[config.mk]
export PLATFORM = sky130hd
export DESIGN_NAME = flash_erase_ctrl
export DESIGN_NICKNAME = d
export VERILOG_FILES = /design/src/rtl/flash_erase_ctrl.sv
export SDC_FILE = /design/constraint.sdc
export NUM_CORES = 1
export LEC_CHECK = 0
export ABC_AREA = 1
export CAP_MARGIN = 5
export CORE_UTILIZATION = 50
export DETAILED_ROUTE_END_ITERATION = 7
export GPL_TIMING_DRIVEN = 0
export PLACE_DENSITY = 0.74
export SLEW_MARGIN = 0
export SYNTH_ARGS = -nofsm -noshare
export SYNTH_HDL_FRONTEND = slang
export SYNTH_SLANG_ARGS = --single-unit
[constraint.sdc]
create_clock -name sys_clk -period 2.47 [get_ports sys_clk]
set_input_delay 0.3705 -clock sys_clk [delete_from_list [all_inputs] [get_ports sys_clk]]
set_output_delay 0.3705 -clock sys_clk [all_outputs]
set_load 0.01 [all_outputs]
[src/rtl/flash_erase_ctrl.sv]
// flash_erase_ctrl: SPI NOR erase sequencer (mode 3).
// One start pulse sends WREN, then a sector, subsector or bulk erase command.
// RDSR is then polled until WIP clears or the poll budget runs out.
// All pin and handshake outputs come straight from registers.
module flash_erase_ctrl #(
  parameter int         CLK_DIV  = 2,
  parameter int         CS_SETUP = 4,
  parameter int         CS_GAP   = 8,
  parameter int         ADDR_W   = 24,
  parameter int         POLL_MAX = 1000000,
  parameter logic [7:0] WREN_CMD = 8'h06,
  parameter logic [7:0] SE_CMD   = 8'hD8,
  parameter logic [7:0] SSE_CMD  = 8'h20,
  parameter logic [7:0] BE_CMD   = 8'hC7,
  parameter logic [7:0] RDSR_CMD = 8'h05
) (
  input  logic              sys_clk,
  input  logic              sys_rst,
  input  logic              start,
  input  logic [1:0]        mode,
  input  logic [ADDR_W-1:0] addr,
  output logic              busy,
  output logic              done,
  output logic              error,
  input  logic              miso,
  output logic              sck,
  output logic              cs_n,
  output logic              mosi
);

  // One timer serves setup, half-period, hold and gap, so it is sized for the longest of them.
  localparam int TMR_MAX0 = (CS_SETUP > CS_GAP) ? CS_SETUP : CS_GAP;
  localparam int TMR_MAX  = (TMR_MAX0 > CLK_DIV) ? TMR_MAX0 : CLK_DIV;
  localparam int TMR_W    = $clog2(TMR_MAX) + 1;
  localparam int SH_W     = ADDR_W + 8;
  localparam int BIT_W    = $clog2(SH_W) + 1;
  localparam int PC_W     = $clog2(POLL_MAX + 1);

  localparam logic [TMR_W-1:0] SETUP_LAST = TMR_W'(CS_SETUP - 1);
  localparam logic [TMR_W-1:0] DIV_LAST   = TMR_W'(CLK_DIV - 1);
  localparam logic [TMR_W-1:0] GAP_LAST   = TMR_W'(CS_GAP - 1);
  localparam logic [TMR_W-1:0] TMR_ZERO   = {TMR_W{1'b0}};
  localparam logic [BIT_W-1:0] BIT_ZERO   = {BIT_W{1'b0}};
  localparam logic [BIT_W-1:0] LAST_8     = BIT_W'(7);
  localparam logic [BIT_W-1:0] LAST_16    = BIT_W'(15);
  localparam logic [BIT_W-1:0] LAST_LONG  = BIT_W'(SH_W - 1);
  localparam logic [BIT_W-1:0] SR_FIRST   = BIT_W'(8);
  localparam logic [PC_W-1:0]  POLL_LIM   = PC_W'(POLL_MAX);

  localparam logic [1:0] MODE_SE  = 2'b00;
  localparam logic [1:0] MODE_SSE = 2'b01;
  localparam logic [1:0] MODE_BE  = 2'b10;
  localparam logic [1:0] MODE_RSV = 2'b11;

  typedef enum logic [2:0] {
    ST_IDLE  = 3'd0,
    ST_WREN  = 3'd1,
    ST_GAP   = 3'd2,
    ST_ERASE = 3'd3,
    ST_POLL  = 3'd4,
    ST_DONE  = 3'd5
  } state_t;

  typedef enum logic [1:0] {
    PH_SETUP = 2'd0,
    PH_LOW   = 2'd1,
    PH_HIGH  = 2'd2,
    PH_HOLD  = 2'd3
  } phase_t;

  state_t            state_r, state_nxt;
  state_t            gap_next_r, gap_next_nxt;
  phase_t            phase_r, phase_nxt;
  logic [TMR_W-1:0]  tmr_r, tmr_nxt;
  logic [BIT_W-1:0]  bit_cnt_r, bit_cnt_nxt;
  logic [SH_W-1:0]   shift_r, shift_nxt;
  logic [7:0]        sr_r, sr_nxt;
  logic [PC_W-1:0]   poll_cnt_r, poll_cnt_nxt;
  logic [1:0]        mode_r, mode_nxt;
  logic [ADDR_W-1:0] addr_r, addr_nxt;
  logic              sck_r, sck_nxt;
  logic              cs_n_r, cs_n_nxt;
  logic              mosi_r, mosi_nxt;
  logic              busy_r, busy_nxt;
  logic              done_r, done_nxt;
  logic              error_r, error_nxt;

  logic [BIT_W-1:0]  frame_last_s;
  logic [SH_W-1:0]   erase_load_s;
  logic [PC_W-1:0]   poll_inc_s;
  logic              timeout_s;

  assign sck   = sck_r;
  assign cs_n  = cs_n_r;
  assign mosi  = mosi_r;
  assign busy  = busy_r;
  assign done  = done_r;
  assign error = error_r;

  // Index of the last bit in the frame that is currently being shifted.
  always_comb begin
    frame_last_s = LAST_8;
    case (state_r)
      ST_WREN:  frame_last_s = LAST_8;
      ST_ERASE: frame_last_s = (mode_r == MODE_SE || mode_r == MODE_SSE) ? LAST_LONG : LAST_8;
      ST_POLL:  frame_last_s = LAST_16;
      default:  frame_last_s = LAST_8;
    endcase
  end

  // Erase frame contents. Bulk erase sends the opcode only.
  // The unreachable reserved mode maps to a harmless status read.
  always_comb begin
    erase_load_s = {RDSR_CMD, {ADDR_W{1'b0}}};
    case (mode_r)
      MODE_SE:  erase_load_s = {SE_CMD, addr_r};
      MODE_SSE: erase_load_s = {SSE_CMD, addr_r};
      MODE_BE:  erase_load_s = {BE_CMD, {ADDR_W{1'b0}}};
      default:  erase_load_s = {RDSR_CMD, {ADDR_W{1'b0}}};
    endcase
  end

  // Saturating poll-frame count and the timeout decision.
  always_comb begin
    poll_inc_s = poll_cnt_r;
    if (poll_cnt_r == POLL_LIM) begin
      poll_inc_s = poll_cnt_r;
    end else begin
      poll_inc_s = poll_cnt_r + PC_W'(1);
    end
    timeout_s = (poll_inc_s >= POLL_LIM);
  end

  // Next-state logic for the sequencer, the frame engine and the registered outputs.
  always_comb begin
    state_nxt    = state_r;
    gap_next_nxt = gap_next_r;
    phase_nxt    = phase_r;
    tmr_nxt      = tmr_r;
    bit_cnt_nxt  = bit_cnt_r;
    shift_nxt    = shift_r;
    sr_nxt       = sr_r;
    poll_cnt_nxt = poll_cnt_r;
    mode_nxt     = mode_r;
    addr_nxt     = addr_r;
    sck_nxt      = sck_r;
    cs_n_nxt     = cs_n_r;
    mosi_nxt     = mosi_r;
    busy_nxt     = busy_r;
    done_nxt     = 1'b0;
    error_nxt    = 1'b0;

    case (state_r)
      ST_IDLE: begin
        if (start) begin
          mode_nxt     = mode;
          addr_nxt     = addr;
          poll_cnt_nxt = {PC_W{1'b0}};
          if (mode == MODE_RSV) begin
            state_nxt = ST_DONE;
            done_nxt  = 1'b1;
            error_nxt = 1'b1;
          end else begin
            state_nxt   = ST_WREN;
            phase_nxt   = PH_SETUP;
            tmr_nxt     = TMR_ZERO;
            bit_cnt_nxt = BIT_ZERO;
            shift_nxt   = {WREN_CMD, {ADDR_W{1'b0}}};
            cs_n_nxt    = 1'b0;
            busy_nxt    = 1'b1;
          end
        end else begin
          state_nxt = ST_IDLE;
        end
      end

      ST_GAP: begin
        if (tmr_r == GAP_LAST) begin
          state_nxt   = gap_next_r;
          phase_nxt   = PH_SETUP;
          tmr_nxt     = TMR_ZERO;
          bit_cnt_nxt = BIT_ZERO;
          cs_n_nxt    = 1'b0;
          if (gap_next_r == ST_ERASE) begin
            shift_nxt = erase_load_s;
          end else begin
            shift_nxt = {RDSR_CMD, {ADDR_W{1'b0}}};
          end
        end else begin
          tmr_nxt = tmr_r + TMR_W'(1);
        end
      end

      ST_WREN, ST_ERASE, ST_POLL: begin
        case (phase_r)
          PH_SETUP: begin
            if (tmr_r == SETUP_LAST) begin
              phase_nxt = PH_LOW;
              tmr_nxt   = TMR_ZERO;
              sck_nxt   = 1'b0;
              mosi_nxt  = shift_r[SH_W-1];
            end else begin
              tmr_nxt = tmr_r + TMR_W'(1);
            end
          end
          PH_LOW: begin
            if (tmr_r == DIV_LAST) begin
              phase_nxt = PH_HIGH;
              tmr_nxt   = TMR_ZERO;
              sck_nxt   = 1'b1;
              // Status bits arrive on bits 8..15. Their low three index bits run 0..7, MSB first.
              if (state_r == ST_POLL && bit_cnt_r >= SR_FIRST) begin
                sr_nxt[3'd7 - bit_cnt_r[2:0]] = miso;
              end else begin
                sr_nxt = sr_r;
              end
            end else begin
              tmr_nxt = tmr_r + TMR_W'(1);
            end
          end
          PH_HIGH: begin
            if (tmr_r == DIV_LAST) begin
              tmr_nxt = TMR_ZERO;
              if (bit_cnt_r == frame_last_s) begin
                phase_nxt = PH_HOLD;
              end else begin
                phase_nxt   = PH_LOW;
                bit_cnt_nxt = bit_cnt_r + BIT_W'(1);
                shift_nxt   = {shift_r[SH_W-2:0], 1'b0};
                sck_nxt     = 1'b0;
                mosi_nxt    = shift_r[SH_W-2];
              end
            end else begin
              tmr_nxt = tmr_r + TMR_W'(1);
            end
          end
          PH_HOLD: begin
            if (tmr_r == DIV_LAST) begin
              phase_nxt = PH_SETUP;
              tmr_nxt   = TMR_ZERO;
              cs_n_nxt  = 1'b1;
              sck_nxt   = 1'b1;
              mosi_nxt  = 1'b0;
              case (state_r)
                ST_WREN: begin
                  state_nxt    = ST_GAP;
                  gap_next_nxt = ST_ERASE;
                end
                ST_ERASE: begin
                  state_nxt    = ST_GAP;
                  gap_next_nxt = ST_POLL;
                end
                ST_POLL: begin
                  poll_cnt_nxt = poll_inc_s;
                  if (!sr_r[0]) begin
                    state_nxt = ST_DONE;
                    busy_nxt  = 1'b0;
                    done_nxt  = 1'b1;
                  end else if (timeout_s) begin
                    state_nxt = ST_DONE;
                    busy_nxt  = 1'b0;
                    done_nxt  = 1'b1;
                    error_nxt = 1'b1;
                  end else begin
                    state_nxt    = ST_GAP;
                    gap_next_nxt = ST_POLL;
                  end
                end
                default: begin
                  state_nxt = ST_IDLE;
                  busy_nxt  = 1'b0;
                end
              endcase
            end else begin
              tmr_nxt = tmr_r + TMR_W'(1);
            end
          end
          default: begin
            state_nxt = ST_IDLE;
            cs_n_nxt  = 1'b1;
            sck_nxt   = 1'b1;
            mosi_nxt  = 1'b0;
            busy_nxt  = 1'b0;
          end
        endcase
      end

      ST_DONE: begin
        state_nxt = ST_IDLE;
      end

      default: begin
        state_nxt = ST_IDLE;
        cs_n_nxt  = 1'b1;
        sck_nxt   = 1'b1;
        mosi_nxt  = 1'b0;
        busy_nxt  = 1'b0;
      end
    endcase
  end

  // State and output registers. Reset takes effect even mid-frame and releases the flash at once.
  always_ff @(posedge sys_clk) begin
    if (sys_rst) begin
      state_r    <= ST_IDLE;
      gap_next_r <= ST_IDLE;
      phase_r    <= PH_SETUP;
      tmr_r      <= TMR_ZERO;
      bit_cnt_r  <= BIT_ZERO;
      shift_r    <= {SH_W{1'b0}};
      sr_r       <= 8'h00;
      poll_cnt_r <= {PC_W{1'b0}};
      mode_r     <= 2'b00;
      addr_r     <= {ADDR_W{1'b0}};
      sck_r      <= 1'b1;
      cs_n_r     <= 1'b1;
      mosi_r     <= 1'b0;
      busy_r     <= 1'b0;
      done_r     <= 1'b0;
      error_r    <= 1'b0;
    end else begin
      state_r    <= state_nxt;
      gap_next_r <= gap_next_nxt;
      phase_r    <= phase_nxt;
      tmr_r      <= tmr_nxt;
      bit_cnt_r  <= bit_cnt_nxt;
      shift_r    <= shift_nxt;
      sr_r       <= sr_nxt;
      poll_cnt_r <= poll_cnt_nxt;
      mode_r     <= mode_nxt;
      addr_r     <= addr_nxt;
      sck_r      <= sck_nxt;
      cs_n_r     <= cs_n_nxt;
      mosi_r     <= mosi_nxt;
      busy_r     <= busy_nxt;
      done_r     <= done_nxt;
      error_r    <= error_nxt;
    end
  end

endmodule

==> impl_metrics.toml <==
[sta]
fin_crit_sh = 0.898
rsz0062_at_grt = "no"
finClkSkew_ns = 0.0165
max_freq_mhz = 451
drv_slew = 0
min_period_ns = 2.22
finalHoldViolCount = 0
max_slew.worst_pin.slew_ns = 0.766
setup_viol = 0
setup_tns_ns = 0
maxSlewHeadroom = 0.489

[floorplan]
die_w_um = 106
ioPinCount = 36
core_mm2 = 0.0104
initial_core_util = 0.522
num_rows = 37
die_h_um = 106
die-area_mm2 = 0.0113

[detailed_routing]
wirelength_um = 12800
vias = 4961
drtIter0Drc = 228
wl_per_cell_um = 14.3
viasPerCell = 5.55
drtPass1Iterations = 5
post-route-drc-count = 0
drtAntennaViolNets = 0

[critical_path]
rr_endpoint = "gap_next_r[2]"
arrival_ns = 2.45
reg2reg_from = "poll_cnt_r[0]"
critPathKind = "flip-flop to flip-flop"
cp-start-kind = "flip-flop"
endpoint_kind = "flip-flop"
cp.required_ns = 2.70
r2r_cells = 13
r2r_slack_ns = 0.25
worstPathMaxFanout = 6

[placed_design]
port_buffers = 33
dpl.hpwl_um = 9530
place_area_mm2 = 0.00593
place_congestion = 0.909

[pwr]
leakage_nw = 2.32
vdd_drop_max_uv = 691
powerDensity_mw_per_mm2 = 1150
total_power_mw = 7.05

[clock_tree]
clkSinkCount = 102
cts_buffer_depth = 2
ctsHoldBuffers = 0
tritoncts = "done"
clkTransAtPathRegs_ns = 0.10
cts_buffers = 9
htreeDepth = 3
ctsResizeCount = 0
post_cts_buffers = 0
cts_root_buf = "clkbuf_8"
clock_latency_ns = 0.37

[yosys]
ys_ff_latch = 102
synth_cell_types = 46
netlist_area_mm2 = 0.00543
synth_area_leaders = "dfxtp_1, nand2_1, a221oi_2"
yosys.area.top_type = "dfxtp_1"
synth_edf_count = 0
synth_top_area_frac = 0.376
syn_nets = 744
syn_avg_cell_area_um2 = 7.66
synth_ff_type = "dfxtp_1"
synth_async_sr_flop_share = 0
synthTopCellsByCount = "nand2_1, dfxtp_1, inv_1"
syn_inst = 709
ys.warnings.count = 0
ys_seq_area_frac = 0.376
synth_most_common_cell = "nand2_1"

[grt]
grt_max_degree = 18
grt_first_pass_wirelength_um = 21400
antenna_found_initial = 0
grt.overflow.total = 0
grt_pass1_vias = 4718
gr-usage-all-layers = 0.235

[cells_and_area]
utilization = 0.590
final_area_mm2 = 0.00614
nets = 788
drive_gt1_frac = 0.166
area_delta_synth_final_pct = 13.0
n_antenna_cell = 0

[worst_hold_path]
hold_path.class = "input pin to flip-flop"
whs_endpoint = "addr_r[0]"
hp-start = "start"
holdPathStages = 3

[status]
status = "finished, final reports clean"

[run]
cap_violations = 0
-- power by group --
group	internal [mW]	switching, mW	total (mW)
clock network	0.510	0.600	1.11
logic	1.26	2.28	3.54
registers	2.09	0.310	2.40
-- per-stage QoR --
stage	std cells	setup slack (ns)	hold slack [ns]
3_3_place_gp	878	0.301	0.437
4_1_cts	894	0.270	0.434
2_1_floorplan	709	0.657	0.425
6_report	894	0.251	0.462
3_5_place_dp	878	0.242	0.447
5_1_grt	894	0.0537	0.462
-- kinds of logic (layout without fill, tap and decap cells) --
family	after synthesis	count (layout)	share of synthesized area
flops	102	102	0.376
compound gates	162	162	0.241
buf+inv	134	183	0.101
simple gates	299	299	0.260
fa+ha+maj	5	5	0.0115
xor+xnor	7	7	0.0113
-- metal layers --
| layer | GRT usage | up-vias | share of wire |
|---|---|---|---|
| met1 | 0.303 | 2323 | 0.45 |
| met2 | 0.397 | 141 | 0.47 |
| li1 | - | 2475 | - |
| met5 | 0 | - | 0 |
| met4 | 0.0764 | 0 | 0.019 |
| met3 | 0.0423 | 22 | 0.054 |
-- final cells by class --
type	count	area, µm²
inverters	101	379
plain buffers	33	169
repair buffers	33	330
multi-input cells	473	2840
clock buffers	11	141
well taps	136	170
clock inverters	5	66.3
flip-flops and latches	102	2040
fillers	974	4280
-- critical path, stage by stage (launching register included) --
cell     delay (ns)
dfxtp_1        0.45
ha_1           0.23
nand3_1        0.14
nor2_1         0.30
xnor2_1        0.18
nand3_1        0.11
nand2_1        0.09
nand2_1        0.08
nand3_2        0.11
nand3_2        0.08
nand2_2        0.11
nand2_2        0.07
nand2_1        0.08
a21oi_2        0.05
-- cells in the final DEF, fill, tap and decap left out, drive strengths merged, types with 2 or more instances in the layout --
cell type / synthesis / layout
o22ai: 2 / 2
nor3: 15 / 15
o21ai: 26 / 26
o211ai: 2 / 2
nand3: 59 / 59
a211oi: 31 / 31
clkbuf: 18 / 29
nand2: 152 / 152
ha: 5 / 5
clkdlybuf4s50: 0 / 33
clkinv: 2 / 3
inv: 99 / 101
buf: 15 / 15
a221oi: 26 / 26
nor2: 52 / 52
xor2: 6 / 6
nand4: 10 / 10
a21oi: 70 / 70
nor4: 2 / 2
nor3b: 2 / 2
nand3b: 4 / 4
dfxtp: 102 / 102
-- worst max-delay path by stage --
stage / to / cells after the start / slack (ns) / startpoint
finish: gap_next_r[2] / 13 / 0.25 / poll_cnt_r[0]
global route: busy / 15 / 0.05 / poll_cnt_r[0]
CTS: gap_next_r[2] / 13 / 0.27 / poll_cnt_r[0]
detailed placement: shift_r[3] / 8 / 0.24 / mode[0]
global placement: shift_r[7] / 8 / 0.30 / mode[0]
floorplan: gap_next_r[2] / 15 / 0.66 / poll_cnt_r[0]
-- state kept, by name, indices dropped and copies added, names as in the netlist, 3 cells and up --
| register | cells |
|---|---|
| bit_cnt_r | 6 |
| tmr_r | 4 |
| shift_r | 32 |
| addr_r | 24 |
| state_r | 3 |
| poll_cnt_r | 20 |
Note: power is estimated with default switching activity, not from simulation.
